File: src/rtl/vga_bus_pkg.sv
`default_nettype none
// +------------------------------------------------------------------------+
// | vga_bus_pkg: shared constants, state encoding and request entry type   |
// | for the VGA bus writer. Fill support: VGA_BUS_WRITER_FILL_EN.          |
// | Revision: 1.0                                                          |
// +------------------------------------------------------------------------+
package vga_bus_pkg;

    localparam logic [7:0] DEF_ADDR_X    = 8'hB0;
    localparam logic [7:0] DEF_ADDR_Y    = 8'hB1;
    localparam logic [7:0] DEF_ADDR_DATA = 8'hB2;

    localparam int SCREEN_W = 160;
    localparam int SCREEN_H = 120;

    localparam logic [2:0] ST_IDLE   = 3'd0;
    localparam logic [2:0] ST_SEND_X = 3'd1;
    localparam logic [2:0] ST_SEND_Y = 3'd2;
    localparam logic [2:0] ST_SEND_D = 3'd3;
`ifdef VGA_BUS_WRITER_FILL_EN
    localparam logic [2:0] ST_NEXT   = 3'd4;

    // Fill cursors walk past the screen edge, so they need the 9th bit
    localparam int CUR_XW = 9;
    localparam int CUR_YW = 9;
`else
    localparam int CUR_XW = 8;
    localparam int CUR_YW = 7;
`endif

    typedef struct packed {
`ifdef VGA_BUS_WRITER_FILL_EN
        logic [6:0] h;
        logic [7:0] w;
        logic       fill;
`endif
        logic       pixel;
        logic [6:0] y;
        logic [7:0] x;
    } req_t;

    function automatic logic in_screen(input logic [8:0] cx, input logic [8:0] cy);
        return (cx < 9'(SCREEN_W)) && (cy < 9'(SCREEN_H));
    endfunction

endpackage
`default_nettype wire

File: src/rtl/vga_bus_req_fifo.sv
`default_nettype none
// +------------------------------------------------------------------------+
// | vga_bus_req_fifo: request queue with registered full/empty flags.      |
// | Revision: 1.0                                                          |
// +------------------------------------------------------------------------+
module vga_bus_req_fifo #(
    parameter int WIDTH = 16,
    parameter int DEPTH = 4
) (
    input  logic             clk,
    input  logic             rst,
    input  logic             push,
    input  logic [WIDTH-1:0] wr_data,
    input  logic             pop,
    output logic [WIDTH-1:0] rd_data,
    output logic             full,
    output logic             empty
);
    localparam int AW = $clog2(DEPTH);

    logic [WIDTH-1:0] mem [DEPTH];
    logic [AW-1:0]    wr_ptr;
    logic [AW-1:0]    rd_ptr;
    logic             do_push;
    logic             do_pop;

    assign do_push = push && !full;
    assign do_pop  = pop && !empty;
    assign rd_data = mem[rd_ptr];

    always_ff @(posedge clk) begin
        if (do_push) begin
            mem[wr_ptr] <= wr_data;
        end
    end

    // Pointers wrap naturally because DEPTH is a power of two
    always_ff @(posedge clk or posedge rst) begin
        if (rst) begin
            wr_ptr <= '0;
            rd_ptr <= '0;
            full   <= 1'b0;
            empty  <= 1'b1;
        end else begin
            if (do_push) begin
                wr_ptr <= wr_ptr + AW'(1);
            end
            if (do_pop) begin
                rd_ptr <= rd_ptr + AW'(1);
            end
            case ({do_push, do_pop})
                2'b10: begin
                    empty <= 1'b0;
                    full  <= ((wr_ptr + AW'(1)) == rd_ptr);
                end
                2'b01: begin
                    full  <= 1'b0;
                    empty <= ((rd_ptr + AW'(1)) == wr_ptr);
                end
                default: ;
            endcase
        end
    end

endmodule
`default_nettype wire

File: src/rtl/vga_bus_writer.sv
`default_nettype none
// +------------------------------------------------------------------------+
// | vga_bus_writer: queues pixel requests and writes X/Y/DATA registers    |
// | over a granted bus. Rectangle fill: VGA_BUS_WRITER_FILL_EN. Rev 1.0    |
// +------------------------------------------------------------------------+
module vga_bus_writer
    import vga_bus_pkg::*;
#(
    parameter logic [7:0] ADDR_X     = DEF_ADDR_X,
    parameter logic [7:0] ADDR_Y     = DEF_ADDR_Y,
    parameter logic [7:0] ADDR_DATA  = DEF_ADDR_DATA,
    parameter int         FIFO_DEPTH = 4
) (
    input  logic       CLK,
    input  logic       RESET,
    input  logic       REQ_VALID,
    output logic       REQ_READY,
    input  logic [7:0] REQ_X,
    input  logic [6:0] REQ_Y,
    input  logic       REQ_PIXEL,
`ifdef VGA_BUS_WRITER_FILL_EN
    input  logic       REQ_FILL,
    input  logic [7:0] REQ_W,
    input  logic [6:0] REQ_H,
`endif
    input  logic       BUS_GRANT,
    output logic [7:0] BUS_ADDR,
    output logic [7:0] BUS_DATA,
    output logic       BUS_WE,
    output logic       BUSY
);

    req_t              push_req;
    req_t              head;
    logic              fifo_full;
    logic              fifo_empty;
    logic              pop;
    logic [2:0]        state;
    logic [2:0]        state_nx;
    logic [2:0]        head_clip;
    logic [8:0]        head_x9;
    logic [8:0]        head_y9;
    logic [CUR_XW-1:0] cur_x;
    logic [CUR_YW-1:0] cur_y;
    logic              pixel;
    logic [7:0]        last_x;
    logic [6:0]        last_y;
    logic              last_x_vld;
    logic              last_y_vld;

    // First state for a pixel: redundant coordinate writes are skipped entirely
    function automatic logic [2:0] first_state(
        input logic [8:0] cx,
        input logic [8:0] cy,
        input logic [2:0] clip_state,
        input logic [7:0] lx,
        input logic       lxv,
        input logic [6:0] ly,
        input logic       lyv
    );
        if (!in_screen(cx, cy)) return clip_state;
        if (!(lxv && lx == cx[7:0])) return ST_SEND_X;
        if (!(lyv && ly == cy[6:0])) return ST_SEND_Y;
        return ST_SEND_D;
    endfunction

    always_comb begin
        push_req       = '0;
        push_req.x     = REQ_X;
        push_req.y     = REQ_Y;
        push_req.pixel = REQ_PIXEL;
`ifdef VGA_BUS_WRITER_FILL_EN
        push_req.fill  = REQ_FILL;
        push_req.w     = REQ_W;
        push_req.h     = REQ_H;
`endif
    end

    vga_bus_req_fifo #(
        .WIDTH ($bits(req_t)),
        .DEPTH (FIFO_DEPTH)
    ) u_fifo (
        .clk     (CLK),
        .rst     (RESET),
        .push    (REQ_VALID),
        .wr_data (push_req),
        .pop     (pop),
        .rd_data (head),
        .full    (fifo_full),
        .empty   (fifo_empty)
    );

    assign head_x9 = {1'b0, head.x};
    assign head_y9 = {2'b0, head.y};

`ifdef VGA_BUS_WRITER_FILL_EN
    logic       fill_act;
    logic [8:0] org_x;
    logic [8:0] end_x;
    logic [8:0] end_y;
    logic [8:0] nx;
    logic [8:0] adv_x;
    logic [8:0] adv_y;
    logic       row_end;
    logic       adv_done;
    logic [7:0] w_eff;
    logic [6:0] h_eff;

    assign head_clip = head.fill ? ST_NEXT : ST_IDLE;
    assign w_eff     = (head.w == 8'd0) ? 8'd1 : head.w;
    assign h_eff     = (head.h == 7'd0) ? 7'd1 : head.h;

    always_comb begin
        nx       = cur_x + 9'd1;
        row_end  = (nx >= end_x);
        adv_x    = row_end ? org_x : nx;
        adv_y    = row_end ? (cur_y + 9'd1) : cur_y;
        adv_done = row_end && ((cur_y + 9'd1) >= end_y);
    end
`else
    assign head_clip = ST_IDLE;
`endif

    // The queue holds requests while the bus is unavailable
    always_comb begin
        state_nx = state;
        pop      = 1'b0;
        case (state)
            ST_IDLE: begin
                if (!fifo_empty && BUS_GRANT) begin
                    pop      = 1'b1;
                    state_nx = first_state(head_x9, head_y9, head_clip,
                                           last_x, last_x_vld, last_y, last_y_vld);
                end
            end
            ST_SEND_X: begin
                if (BUS_GRANT) begin
                    state_nx = (last_y_vld && last_y == cur_y[6:0]) ? ST_SEND_D : ST_SEND_Y;
                end
            end
            ST_SEND_Y: begin
                if (BUS_GRANT) begin
                    state_nx = ST_SEND_D;
                end
            end
            ST_SEND_D: begin
                if (BUS_GRANT) begin
`ifdef VGA_BUS_WRITER_FILL_EN
                    state_nx = fill_act ? ST_NEXT : ST_IDLE;
`else
                    state_nx = ST_IDLE;
`endif
                end
            end
`ifdef VGA_BUS_WRITER_FILL_EN
            ST_NEXT: begin
                state_nx = adv_done ? ST_IDLE
                         : first_state(adv_x, adv_y, ST_NEXT,
                                       last_x, last_x_vld, last_y, last_y_vld);
            end
`endif
            default: state_nx = ST_IDLE;
        endcase
    end

    always_ff @(posedge CLK or posedge RESET) begin
        if (RESET) begin
            state      <= ST_IDLE;
            cur_x      <= '0;
            cur_y      <= '0;
            pixel      <= 1'b0;
            last_x     <= '0;
            last_y     <= '0;
            last_x_vld <= 1'b0;
            last_y_vld <= 1'b0;
`ifdef VGA_BUS_WRITER_FILL_EN
            fill_act   <= 1'b0;
            org_x      <= '0;
            end_x      <= '0;
            end_y      <= '0;
`endif
        end else begin
            state <= state_nx;
            if (pop) begin
                cur_x <= CUR_XW'(head.x);
                cur_y <= CUR_YW'(head.y);
                pixel <= head.pixel;
`ifdef VGA_BUS_WRITER_FILL_EN
                fill_act <= head.fill;
                org_x    <= head_x9;
                end_x    <= head_x9 + {1'b0, w_eff};
                end_y    <= head_y9 + {2'b0, h_eff};
`endif
            end
`ifdef VGA_BUS_WRITER_FILL_EN
            if (state == ST_NEXT) begin
                cur_x <= adv_x;
                cur_y <= adv_y;
            end
`endif
            if (BUS_GRANT && state == ST_SEND_X) begin
                last_x     <= cur_x[7:0];
                last_x_vld <= 1'b1;
            end
            if (BUS_GRANT && state == ST_SEND_Y) begin
                last_y     <= cur_y[6:0];
                last_y_vld <= 1'b1;
            end
        end
    end

    always_comb begin
        BUS_WE   = 1'b0;
        BUS_ADDR = '0;
        BUS_DATA = '0;
        if (BUS_GRANT) begin
            case (state)
                ST_SEND_X: begin
                    BUS_WE   = 1'b1;
                    BUS_ADDR = ADDR_X;
                    BUS_DATA = cur_x[7:0];
                end
                ST_SEND_Y: begin
                    BUS_WE   = 1'b1;
                    BUS_ADDR = ADDR_Y;
                    BUS_DATA = {1'b0, cur_y[6:0]};
                end
                ST_SEND_D: begin
                    BUS_WE   = 1'b1;
                    BUS_ADDR = ADDR_DATA;
                    BUS_DATA = {7'b0, pixel};
                end
                default: ;
            endcase
        end
    end

    assign REQ_READY = !RESET && !fifo_full;
    assign BUSY      = !fifo_empty || (state != ST_IDLE);

endmodule
`default_nettype wire

File: config.mk
export PLATFORM = sky130hd
export DESIGN_NAME = vga_bus_writer
export DESIGN_NICKNAME = d
export VERILOG_FILES = /design/src/rtl/vga_bus_pkg.sv /design/src/rtl/vga_bus_req_fifo.sv /design/src/rtl/vga_bus_writer.sv
export SDC_FILE = /design/constraint.sdc
export NUM_CORES = 1
export LEC_CHECK = 0
export BUFFER_PORTS_ARGS = -buffer_cell sky130_fd_sc_hd__buf_2
export CORE_MARGIN = 4
export CORE_UTILIZATION = 35
export DETAILED_ROUTE_END_ITERATION = 10
export HOLD_SLACK_MARGIN = 0.03
export PLACE_DENSITY_LB_ADDON = 0.15
export SLEW_MARGIN = 15
export SYNTH_ARGS = -nofsm -noshare
export SYNTH_HDL_FRONTEND = slang
export SYNTH_SLANG_ARGS = --single-unit
File: constraint.sdc
create_clock -name CLK -period 2.9 [get_ports CLK]
set_input_delay 0.29 -clock CLK [delete_from_list [all_inputs] [get_ports CLK]]
set_output_delay 0.29 -clock CLK [all_outputs]
set_load 0.01 [all_outputs]
==> reports/metrics.sh, run 1 <==
SETUP.WORST_PATH.END_CLASS='flop'
DRC=0
INITIAL_CORE_UTIL_PCT=36.0
SYNTHCELLS=321
FINALSETUPVIOLCOUNT=0
PATH_CLK_SLEW_PS=70
MAX_CAP_VIOLATIONS=0
YOSYS_MOST_USED_DFF='sky130_fd_sc_hd__edfxtp_1'
HPWLAFTERDP_UM=6050
GP_CONGESTION=0.733
NETS=389
MAXSLEWHEADROOM_PCT=48.7
CTS.ROOT.BUFFER_CELL='sky130_fd_sc_hd__clkbuf_16'
MOSTFREQUENTLAYOUTCELL='sky130_fd_sc_hd__edfxtp_1'
POWER_LEAKAGE_nW=2.12
YOSYS_WARNINGS=0
FRACTION_OF_LAYOUT_INSTANCES_USING_A_DRIVE_STRENGTH_ABOVE_1_PCT=21.4
TRITONCTS='yes'
TRITONCTS.NUM_BUFFERS=9
POST_SYNTH_XOR_AREA_FRACTION_PCT=4.97
PLACEMENT_ROWS=41
SYNTH_TOP_FAMILY_BY_AREA='multiplexers'
DIE-WIDTH_UM=122
GRT_START_MAX_NET_PINS=42
GRT_PASS1_WL_UM=14500
SYNTH-ASYNC-RESET-RATIO_PCT=39.0
FINALCRITICALPERIOD_PS=2210
DRT_PASS1_ITERATIONS=4
ANTENNA_VIOLATIONS_BEFORE_REPAIR=0
ACHIEVABLE-FREQUENCY_MHz=452
HOLD_VIOL=0
MULTIPLEXER_FRACTION_OF_THE_SYNTHESIZED_CELL_AREA_PCT=11.9
ANT_NETS=0
SYNTH_COMPOUND_GATE_AREA_SHARE_PCT=3.36
STANDARD_CELL_CORE_AREA_UM2=12700
DRT-INITIAL-DRC-COUNT=152
FINAL_ANTENNA_DIODE_COUNT=0
VDD.IR_DROP.WORST_uV=354
VIASPERCELL=4.73
CLK_LATENCY_PS=350
SETUP.WORST_PATH.CLASS='reg -> reg'
POST_SYNTH_NUM_CELL_TYPES=43
DETAIL_ROUTE.WIRELENGTH_UM=8890
GRT_PASS1_VIAS=2609
CRITICAL_PATH_PEAK_FANOUT=17
MAXIMUM_LEVEL_OF_THE_CTS_H_TREE=3
POST-ROUTE-PERIOD-UTIL_PCT=76.3
CLOCKBUFFERDEPTH=2
SYNTH.FF_LATCH_COUNT=105
TIMING.CRITICAL_PATH.REQUIRED_PS=3180
DIE_AREA_UM2=15000
AREA.SEQUENTIAL_UM2=2950
DIE-HEIGHT_UM=122
RSZ0062_AT_GRT='no'
PORT_BUFFERS=35
SYNTHESIS.AREA_PER_INSTANCE_UM2=14.3
SYNTH-SIMPLE-AREA-SHARE_PCT=9.48
ARRIVAL_PS=2490
POSTCTSSETUPREPAIRBUFS=0
CTS_RESIZED=0
TOP_LEVEL_PORTS=39
OVERFLOW=0
ROUTEDWLPERCELL_UM=16.6
WORST_TRAN_PIN_VALUE_PS=770
FINAL_MAX_SLEW_VIOL_COUNT=0
POST_SYN_AREA_UM2=4580
TRITONCTS_NUM_SINKS=105
TIMING.CLOCK.SKEW_PS=9.09
CTSHOLDBUFFERS=0
WHS_PS=70.1
YOSYS.AREA_SHARE.ADDER_PCT=2.73
SUM_OF_NEGATIVE_SETUP_SLACK_PS=0
FINAL_CELL_MIX='sky130_fd_sc_hd__edfxtp_1 (64), sky130_fd_sc_hd__nand2_1 (57), sky130_fd_sc_hd__dfrtp_1 (40), sky130_fd_sc_hd__buf_2 (35), sky130_fd_sc_hd__mux4_2 (15)'
FILLERS=1231
SEQ_AREA_FRAC_SYNTH_PCT=64.4
HOLDCRITPATHCLASS='in -> async'
MULTIINPUTGATEAREA_UM2=1500
SYNTHTOLAYOUTAREAGROWTH_PCT=14.1
POWER-PER-CELL-AREA_nW_PER_UM2=1030
DR_TOTAL_VIAS=2533
CRIT_PATH_START_KIND='flop'
NUMBER_OF_ENABLE_TYPE_REGISTER_CELLS_IN_THE_SYNTHESIZED_NETLIST=64
STATUS='finished clean'
GRT.TOTAL_USAGE_PCT=13.1
## power breakdown
group          internal [mW]  switching (mW)  total, mW  leakage, nW
combinational          0.860           0.988       1.85        0.890
clock                  0.639           0.530       1.17        0.144
sequential              2.03           0.347       2.37         1.09
## critical path, cell delays in order, from the launching register on
cell and delay (ps):
sky130_fd_sc_hd__dfrtp_1 850, sky130_fd_sc_hd__mux4_2 470, sky130_fd_sc_hd__xor2_1 160, sky130_fd_sc_hd__nor4_1 370
sky130_fd_sc_hd__a211oi_1 140, sky130_fd_sc_hd__o211ai_2 150
## per-layer routing
metal / vias up / global-route usage (%) / wire (um)
met5: - / 0 / 0
met4: 0 / 4.62 / 122
met3: 9 / 3.59 / 400
met2: 52 / 19.1 / 3980
met1: 1254 / 18.8 / 4390
li1: 1218 / - / -
## per-stage QoR
| stage | instance area (um2) | total power, mW | utilization [%] | cells | worst slack [ps] |
|---|---|---|---|---|---|
| floorplan | 4590 | 3.74 | - | 323 | 763 |
| global placement | 4940 | 4.25 | 38.8 | 520 | 647 |
| detailed placement | 4940 | 4.29 | 38.8 | 520 | 602 |
| CTS | 5230 | 5.48 | 41.1 | 536 | 587 |
| global route | 5230 | 5.80 | 41.1 | 536 | 468 |
| finish | 5230 | 5.39 | 41.1 | 536 | 687 |
## layout make-up
cell class	count	area share (%)
flip-flops and latches	105	56.4
repair buffers	43	4.50
clock buffers	12	4.90
clock inverters	4	0.670
inverters	11	0.789
multi-input cells	189	28.6
well taps	172	4.11
## kinds of logic (layout without fill, tap and decap cells)
kind of cell	after synthesis	count (layout)
xor+xnor	26	26
other cells	1	3
compound gates	21	21
fa+ha+maj	10	10
simple gates	95	95
buf+inv	29	70
flops	105	105
mux	34	34
## synth_stat cells (all sizes together), types with 2 or more instances
library cell	instances	share of area [%]
ha	10	2.7
nand2b	4	0.55
or3	2	0.27
nor2b	2	0.27
buf	11	1.6
mux2	14	3.4
clkbuf	7	0.57
o31ai	2	0.33
inv	11	0.90
nor4	3	0.41
dfrtp	40	22
mux4	15	7.4
o21ai	5	0.55
nand3b	3	0.49
xnor2	14	2.7
nand3	2	0.22
xor2	12	2.3
nand2	57	4.7
mux2i	5	1.1
nand4	2	0.27
and2	7	0.96
a22oi	6	0.98
edfxtp	64	42
nor2	9	0.74
## state kept, by name, indices dropped and copies added, names as in the netlist
name / cells
u_fifo.mem: 64
cur_x: 8
last_x: 8
cur_y: 7
last_y: 7
state: 2
u_fifo.rd_ptr: 2
u_fifo.wr_ptr: 2
last_x_vld: 1
last_y_vld: 1
pixel: 1
u_fifo.empty: 1
u_fifo.full: 1
## path summary, 6_finish.rpt
path                             startpoint           endpoint  slack [ps]  cells after the start
setup / recovery           u_fifo.rd_ptr[1]           state[0]         690                      5
hold / removal                        RESET   u_fifo.wr_ptr[1]          70                      3
min in group CLK                   REQ_Y[5]  u_fifo.mem[0][13]         160                      1
max in group asynchronous             RESET          last_y[3]        2450                      3
setup reg to reg           u_fifo.rd_ptr[1]           state[0]         690                      5
hold reg to reg                    cur_x[7]           cur_x[7]         480                      2
Note: power is estimated with default switching activity, not from simulation.
==> inputs of run 2 (changes only) <==
Clock period 2.9 ns to 2.09 ns, I/O delays scaled along.
==> run 2 against run 1 <==
Design area rose by 2.3%. First-iteration DRC count is 4.6% higher. Sequential cell count did not move. Total power up 43%. Final cell count increased by 1.9%. Via count is 0.32% higher. Core utilization is 0.96 points higher. Hold slack better by 4.6 ps. Clock power increased by 38%. Fmax up 12%. Clock skew is 3.8 ps lower. Die area unchanged.
==> reports/metrics.sh, run 2 (same netlist as run 1, synthesis figures left out) <==
GRT_START_MAX_NET_PINS=42  # unchanged
CLK_LATENCY_PS=350  # about the same
SETUP.WORST_PATH.CLASS='reg -> reg'
TRITONCTS='yes'
ROUTEDWLPERCELL_UM=16.8  # +1.2%
OVERFLOW=0  # unchanged
ACHIEVABLE-FREQUENCY_MHz=507  # +12%
MAX_CAP_VIOLATIONS=0  # unchanged
DIE-WIDTH_UM=122  # unchanged
GRT_PASS1_VIAS=2641  # +1.2%
ANT_NETS=0  # unchanged
DRC=0  # unchanged
GRT_PASS1_WL_UM=14900  # +2.3%
BUSIEST_LAYER_IN_GLOBAL_ROUTING='met1'
HOLD_VIOL=0  # unchanged
PORT_BUFFERS=35  # unchanged
GRTUSAGEMET3_PCT=2.07  # -1.5 points
TOP_LEVEL_PORTS=39  # unchanged
TIMING.CLOCK.SKEW_PS=5.30  # -3.79 ps
PLACEMENT_ROWS=41  # unchanged
GP_CONGESTION=0.730  # -0.37%
STANDARD_CELL_CORE_AREA_UM2=12700  # unchanged
POWER_LEAKAGE_nW=2.17  # +2.4%
GRT.TOTAL_USAGE_PCT=13.4  # +0.32 points
PLACE_WS_PS=27.0  # -575 ps
MOSTFREQUENTLAYOUTCELL='sky130_fd_sc_hd__edfxtp_1'
DIE-HEIGHT_UM=122  # unchanged
WORST_TRAN_PIN_VALUE_PS=559  # -211 ps
DPL_CELL_AREA_UM2=5020  # +1.7%
ANTENNA_VIOLATIONS_BEFORE_REPAIR=0  # unchanged
FINAL_MAX_SLEW_VIOL_COUNT=0  # unchanged
MULTIINPUTGATEAREA_UM2=1530  # +2.0%
POST-ROUTE-PERIOD-UTIL_PCT=94.4  # +18 points
CRIT_PATH_START_KIND='flop'
DRT-INITIAL-DRC-COUNT=159  # +4.6%
FINAL_ANTENNA_DIODE_COUNT=0  # unchanged
LARGEST_REGISTER_BY_FLOP_COUNT='u_fifo.mem'
LARGEST_REGISTERS='u_fifo.mem (64), cur_x (8), last_x (8)'
WORST_HOLD_PATH.NUM_CELLS=1
TRITONCTS_NUM_SINKS=105  # unchanged
HOLDCRITPATHCLASS='in -> reg'
FILLERS=1206  # -2.0%
GROUTE.LAYER.MET2.USAGE_PCT=18.8  # -0.27 points
DETAIL_ROUTE.WIRELENGTH_UM=9170  # +3.1%
LARGEST_REGISTER_FF_COUNT=64  # unchanged
AREA.SEQUENTIAL_UM2=2950  # about the same
HPWLAFTERDP_UM=6310  # +4.2%
PATH_CLK_SLEW_PS=70  # about the same
STATUS='finished clean'
ARRIVAL_PS=2260  # -230 ps
FINALSETUPVIOLCOUNT=0  # unchanged
POWER-PER-CELL-AREA_nW_PER_UM2=1440  # +39%
MAXSLEWHEADROOM_PCT=62.8  # +14 points
FRACTION_OF_LAYOUT_INSTANCES_USING_A_DRIVE_STRENGTH_ABOVE_1_PCT=24.9  # +3.4 points
DRT_PASS1_ITERATIONS=5  # +1
GROUTE.LAYER.MET1.USAGE_PCT=20.0  # +1.2 points
DESIGN_POWER_TOTAL_mW=7.69  # +43%
NETS=399  # +2.6%
MAXIMUM_LEVEL_OF_THE_CTS_H_TREE=3  # unchanged
INITIAL_CORE_UTIL_PCT=36.0  # unchanged
STDCELL_AREA_UM2=5350  # +2.3%
R2R_CELLS=6  # +1
TRITONCTS.NUM_BUFFERS=9  # unchanged
CRITICAL_PATH_PEAK_FANOUT=17  # unchanged
CTS.ROOT.BUFFER_CELL='sky130_fd_sc_hd__clkbuf_16'
SETUP.WORST_PATH.END_CLASS='flop'
TIMING.FINAL.WS_SETUP_PS=116  # -571 ps
FINALCRITICALPERIOD_PS=1970  # -239 ps
VIASPERCELL=4.65  # -1.5%
SYNTHTOLAYOUTAREAGROWTH_PCT=16.8
FINAL_CELL_MIX='sky130_fd_sc_hd__edfxtp_1 (64), sky130_fd_sc_hd__nand2_1 (57), sky130_fd_sc_hd__dfrtp_1 (39), sky130_fd_sc_hd__buf_2 (35)'
VDD.IR_DROP.WORST_uV=481  # +36%
CLOCKBUFFERDEPTH=2  # unchanged
DIE_AREA_UM2=15000  # unchanged
TIMING.CRITICAL_PATH.REQUIRED_PS=2380  # -800 ps
DR_TOTAL_VIAS=2541  # +0.32%
## run 2: path summary, 6_finish.rpt
check                                  from          endpoint  slack [ps]
max                        u_fifo.rd_ptr[0]          state[1]         120
min                                REQ_X[2]  u_fifo.mem[2][2]          70
max reg2reg                u_fifo.rd_ptr[0]          state[1]         120
min reg2reg                        cur_x[7]          cur_x[7]         480
max in group asynchronous             RESET          state[1]        1130
min in group asynchronous             RESET  u_fifo.wr_ptr[1]         550
## run 2: metal layers
metal | vias up | routed length, um
li1 | 1240 | -
met1 | 1243 | 4720
met2 | 47 | 3890
met3 | 11 | 331
met4 | 0 | 223
met5 | - | 0
## run 2: final cells by class
class | count | share of cell area (%)
clock buffer | 11 | 4.53
inverter | 11 | 0.771
clock inverter | 5 | 0.701
multi-input combinational | 189 | 28.5
tap | 172 | 4.02
timing repair buffer | 53 | 6.31
sequential | 105 | 55.1
## run 2: power by group
part / switching [mW] / leakage (nW) / internal [mW]
combinational: 1.49 / 0.950 / 1.35
sequential: 0.427 / 1.08 / 2.82
clock: 0.759 / 0.135 / 0.850
## run 2: critical path: stages (launching register included)
cell	delay (ps)
sky130_fd_sc_hd__dfrtp_1	390
sky130_fd_sc_hd__buf_12	190
sky130_fd_sc_hd__mux4_2	590
sky130_fd_sc_hd__xnor2_2	190
sky130_fd_sc_hd__o2111ai_2	180
sky130_fd_sc_hd__o31ai_1	220
sky130_fd_sc_hd__a22o_1	150
## run 2: repair_timing
item | in CTS | in global routing
endpoints found under the hold margin | 40 | 0
buffers inserted | 1 | 0
setup endpoints to repair | 1 | 3
pin swaps | 0 | 1
hold buffers | 1 | 0
gates resized for setup | 0 | 7
## run 2: through the flow
stage | hold slack [ps] | setup TNS, ps | util (%) | instances
floorplan | 308 | 0 | - | 323
global placement | 399 | 0 | 39.5 | 528
detailed placement | 396 | 0 | 39.5 | 528
CTS | 61.7 | 0 | 41.8 | 546
global route | 68.1 | -6.04 | 42.1 | 546
finish | 74.6 | 0 | 42.1 | 546
==> inputs of run 3 (changes only) <==
Settings changed: REMOVE_ABC_BUFFERS from default to 1.
==> run 3 against run 2 <==
Count of clock-buffer cells in the layout shrank 2. Sequential power hardly changed. Via count grew 0.12%. First-iteration DRC count shrank 18%. Hold slack worse by 7.0 ps. Non-clock buffer count decreased by 2. Register-to-register slack got worse by 30 ps. Clock skew up 3.9 ps. Combinational power rose by 3%. Design area increased by 1.2%. Worst setup slack got worse by 30 ps. Sequential cell count did not move.
==> reports/metrics.sh, run 3 (same netlist as run 1, synthesis figures left out) <==
CLK_LATENCY_PS=350  # about the same
CRITPATHTOPFAMILY='multiplexers'
GROUTE.LAYER.MET1.USAGE_PCT=17.9  # -2.2 points
DRC=0  # unchanged
PATH_CLK_SLEW_PS=70  # about the same
HOLD_PATH_STARTPOINT='REQ_Y[1]'
FRACTION_OF_LAYOUT_INSTANCES_USING_A_DRIVE_STRENGTH_ABOVE_1_PCT=26.1  # +1.2 points
HOLDCRITPATHCLASS='in -> reg'
VDD.IR_DROP.WORST_uV=506  # +5.1%
FINAL_MAX_SLEW_VIOL_COUNT=0  # unchanged
LARGEST_REGISTER_FF_COUNT=64  # unchanged
POST_LAYOUT_NONFILLER_INSTANCES=544  # -0.37%
GRT.TOTAL_USAGE_PCT=12.8  # -0.57 points
WORST_TRAN_PIN_VALUE_PS=546  # -12.3 ps
OVERFLOW=0  # unchanged
FINAL_ANTENNA_DIODE_COUNT=0  # unchanged
POST-ROUTE-PERIOD-UTIL_PCT=95.9  # +1.4 points
DPL.CELL_COUNT=524  # -0.76%
ARRIVAL_PS=2300  # +40 ps
CRIT_PATH_START_KIND='flop'
SYNTHTOLAYOUTAREAGROWTH_PCT=18.2
DIE_AREA_UM2=15000  # unchanged
GP_CONGESTION=0.752  # +3.0%
TRITONCTS.NUM_BUFFERS=9  # unchanged
RR_STARTPOINT='u_fifo.rd_ptr[0]'
RSZ0062_AT_GRT='yes'
ANT_NETS=0  # unchanged
ANTENNA_VIOLATIONS_BEFORE_REPAIR=0  # unchanged
TOP_LEVEL_PORTS=39  # unchanged
DETAIL_ROUTE.WIRELENGTH_UM=8960  # -2.3%
DESIGN_POWER_TOTAL_mW=7.92  # +3.0%
SETUP.WORST_PATH.END_CLASS='flop'
ACHIEVABLE-FREQUENCY_MHz=499  # -1.5%
GRT_PASS1_VIAS=2530  # -4.2%
FINAL_CORE_UTILIZATION_PCT=42.6  # +0.50 points
PLACEMENT_ROWS=41  # unchanged
MAXIMUM_LEVEL_OF_THE_CTS_H_TREE=3  # unchanged
MAX_CAP_VIOLATIONS=0  # unchanged
DR_TOTAL_VIAS=2544  # +0.12%
DRT_PASS1_ITERATIONS=4  # -1
GRT_START_MAX_NET_PINS=42  # unchanged
DIE-WIDTH_UM=122  # unchanged
DRT-INITIAL-DRC-COUNT=131  # -18%
STATUS='finished clean'
VIASPERCELL=4.68  # +0.49%
CTS.ROOT.BUFFER_CELL='sky130_fd_sc_hd__clkbuf_16'
FINALCRITICALPERIOD_PS=2000  # +29.8 ps
SUM_OF_NEGATIVE_SETUP_SLACK_PS=0  # unchanged
POWER-PER-CELL-AREA_nW_PER_UM2=1460  # +1.8%
WORST_R2R_ENDPOINT='state[1]'
CRITICAL_PATH_PEAK_FANOUT=8  # -9
TIMING.CRITICAL_PATH.REQUIRED_PS=2380  # about the same
STANDARD_CELL_CORE_AREA_UM2=12700  # unchanged
GRT_PASS1_WL_UM=14100  # -5.2%
MAXSLEWHEADROOM_PCT=63.5  # +0.75 points
GRTUSAGEMET3_PCT=3.92  # +1.8 points
GROUTE.LAYER.MET2.USAGE_PCT=18.9  # +0.069 points
WHS_PS=67.7  # -6.97 ps
TRITONCTS='yes'
STDCELL_AREA_UM2=5420  # +1.2%
PLACE_WS_PS=54.6  # +27.6 ps
TIMING.CLOCK.SKEW_PS=9.16  # +3.86 ps
FINAL_CELL_MIX='sky130_fd_sc_hd__edfxtp_1 (64), sky130_fd_sc_hd__nand2_1 (57), sky130_fd_sc_hd__dfrtp_1 (39), sky130_fd_sc_hd__buf_2 (35), sky130_fd_sc_hd__mux4_2 (15)'
R2R_CELLS=6  # unchanged
SETUP.REG_TO_REG.WORST_SLACK_PS=90  # -30 ps
POWER_LEAKAGE_nW=2.21  # +1.8%
HPWLAFTERDP_UM=6130  # -2.8%
BUSIEST_LAYER_IN_GLOBAL_ROUTING='met2'
WORSTHOLDENDPOINT='u_fifo.mem[3][9]'
LARGEST_REGISTERS='u_fifo.mem (64), cur_x (8), last_x (8)'
SETUP.WORST_PATH.CLASS='reg -> reg'
CP_NUM_BUF_INV=1  # unchanged
HOLD_VIOL=0  # unchanged
DPL_CELL_AREA_UM2=4990  # -0.60%
LARGEST_REGISTER_BY_FLOP_COUNT='u_fifo.mem'
TIMING.FINAL.WS_SETUP_PS=86.6  # -29.8 ps
MOSTFREQUENTLAYOUTCELL='sky130_fd_sc_hd__edfxtp_1'
CLOCKBUFFERDEPTH=2  # unchanged
ROUTEDWLPERCELL_UM=16.5  # -1.9%
WORST_PATH_MAX_DELAY_CELL='sky130_fd_sc_hd__mux4_2'
DIE-HEIGHT_UM=122  # unchanged
INITIAL_CORE_UTIL_PCT=36.0  # unchanged
CRITICAL_PATH_S_LARGEST_STAGE_DELAY_PS=590  # about the same
WORST_HOLD_PATH.NUM_CELLS=1  # unchanged
NETS=397  # -0.50%
CRIT_PATH_CELL_TRACE='buf_12 > mux4_2 > xnor2_2 > o2111ai_2 > o31ai_1 > a22o_1'
FINALSETUPVIOLCOUNT=0  # unchanged
TRITONCTS_NUM_SINKS=105  # unchanged
PORT_BUFFERS=35  # unchanged
run 3: changes by cell type in the layout (fill, tap and decap cells not counted), moves of 3 or more:
cell	previous run	this run
sky130_fd_sc_hd__buf_4	15	12
sky130_fd_sc_hd__inv_6	3	0
sky130_fd_sc_hd__xnor2_2	1	5
sky130_fd_sc_hd__inv_8	0	3
sky130_fd_sc_hd__xnor2_1	13	9
run 3: layer usage:
| metal | share of wire, % | wire length (um) |
|---|---|---|
| met2 | 44 | 3950 |
| met5 | 0 | 0 |
| met1 | 50 | 4460 |
| met3 | 4.4 | 395 |
| met4 | 1.8 | 162 |
run 3: worst max-delay path by stage:
stage,startpoint,to,cells after the start
6_report,u_fifo.rd_ptr[0],state[1],6
3_5_place_dp,u_fifo.rd_ptr[0],state[0],6
5_1_grt,u_fifo.rd_ptr[0],state[1],6
2_1_floorplan,u_fifo.rd_ptr[0],state[0],5
3_3_place_gp,u_fifo.rd_ptr[0],state[0],6
4_1_cts,u_fifo.rd_ptr[0],state[0],6
run 3: power by group:
group          leakage (nW)  switching (mW)  internal, mW
clock                 0.151           0.782         0.954
combinational         0.973            1.50          1.43
sequential             1.08           0.448          2.82
total                  2.21            2.73          5.20
run 3: repair_timing:
| action | in CTS | in global routing |
|---|---|---|
| buffers inserted | 1 | 1 |
| endpoints found under the hold margin | 40 | 0 |
| endpoints found under the setup margin | 1 | 3 |
| hold buffers | 1 | 0 |
| gates resized for setup | 0 | 11 |
| pin swaps | 0 | 3 |
| cloned | 0 | 1 |
run 3: layout make-up:
cell class	count	area (um2)
inverters	11	41.3
repair buffers	51	340
fillers	1216	7310
multi-input cells	189	1560
well taps	172	215
clock buffers	9	225
flip-flops and latches	105	2950
clock inverters	7	85.1
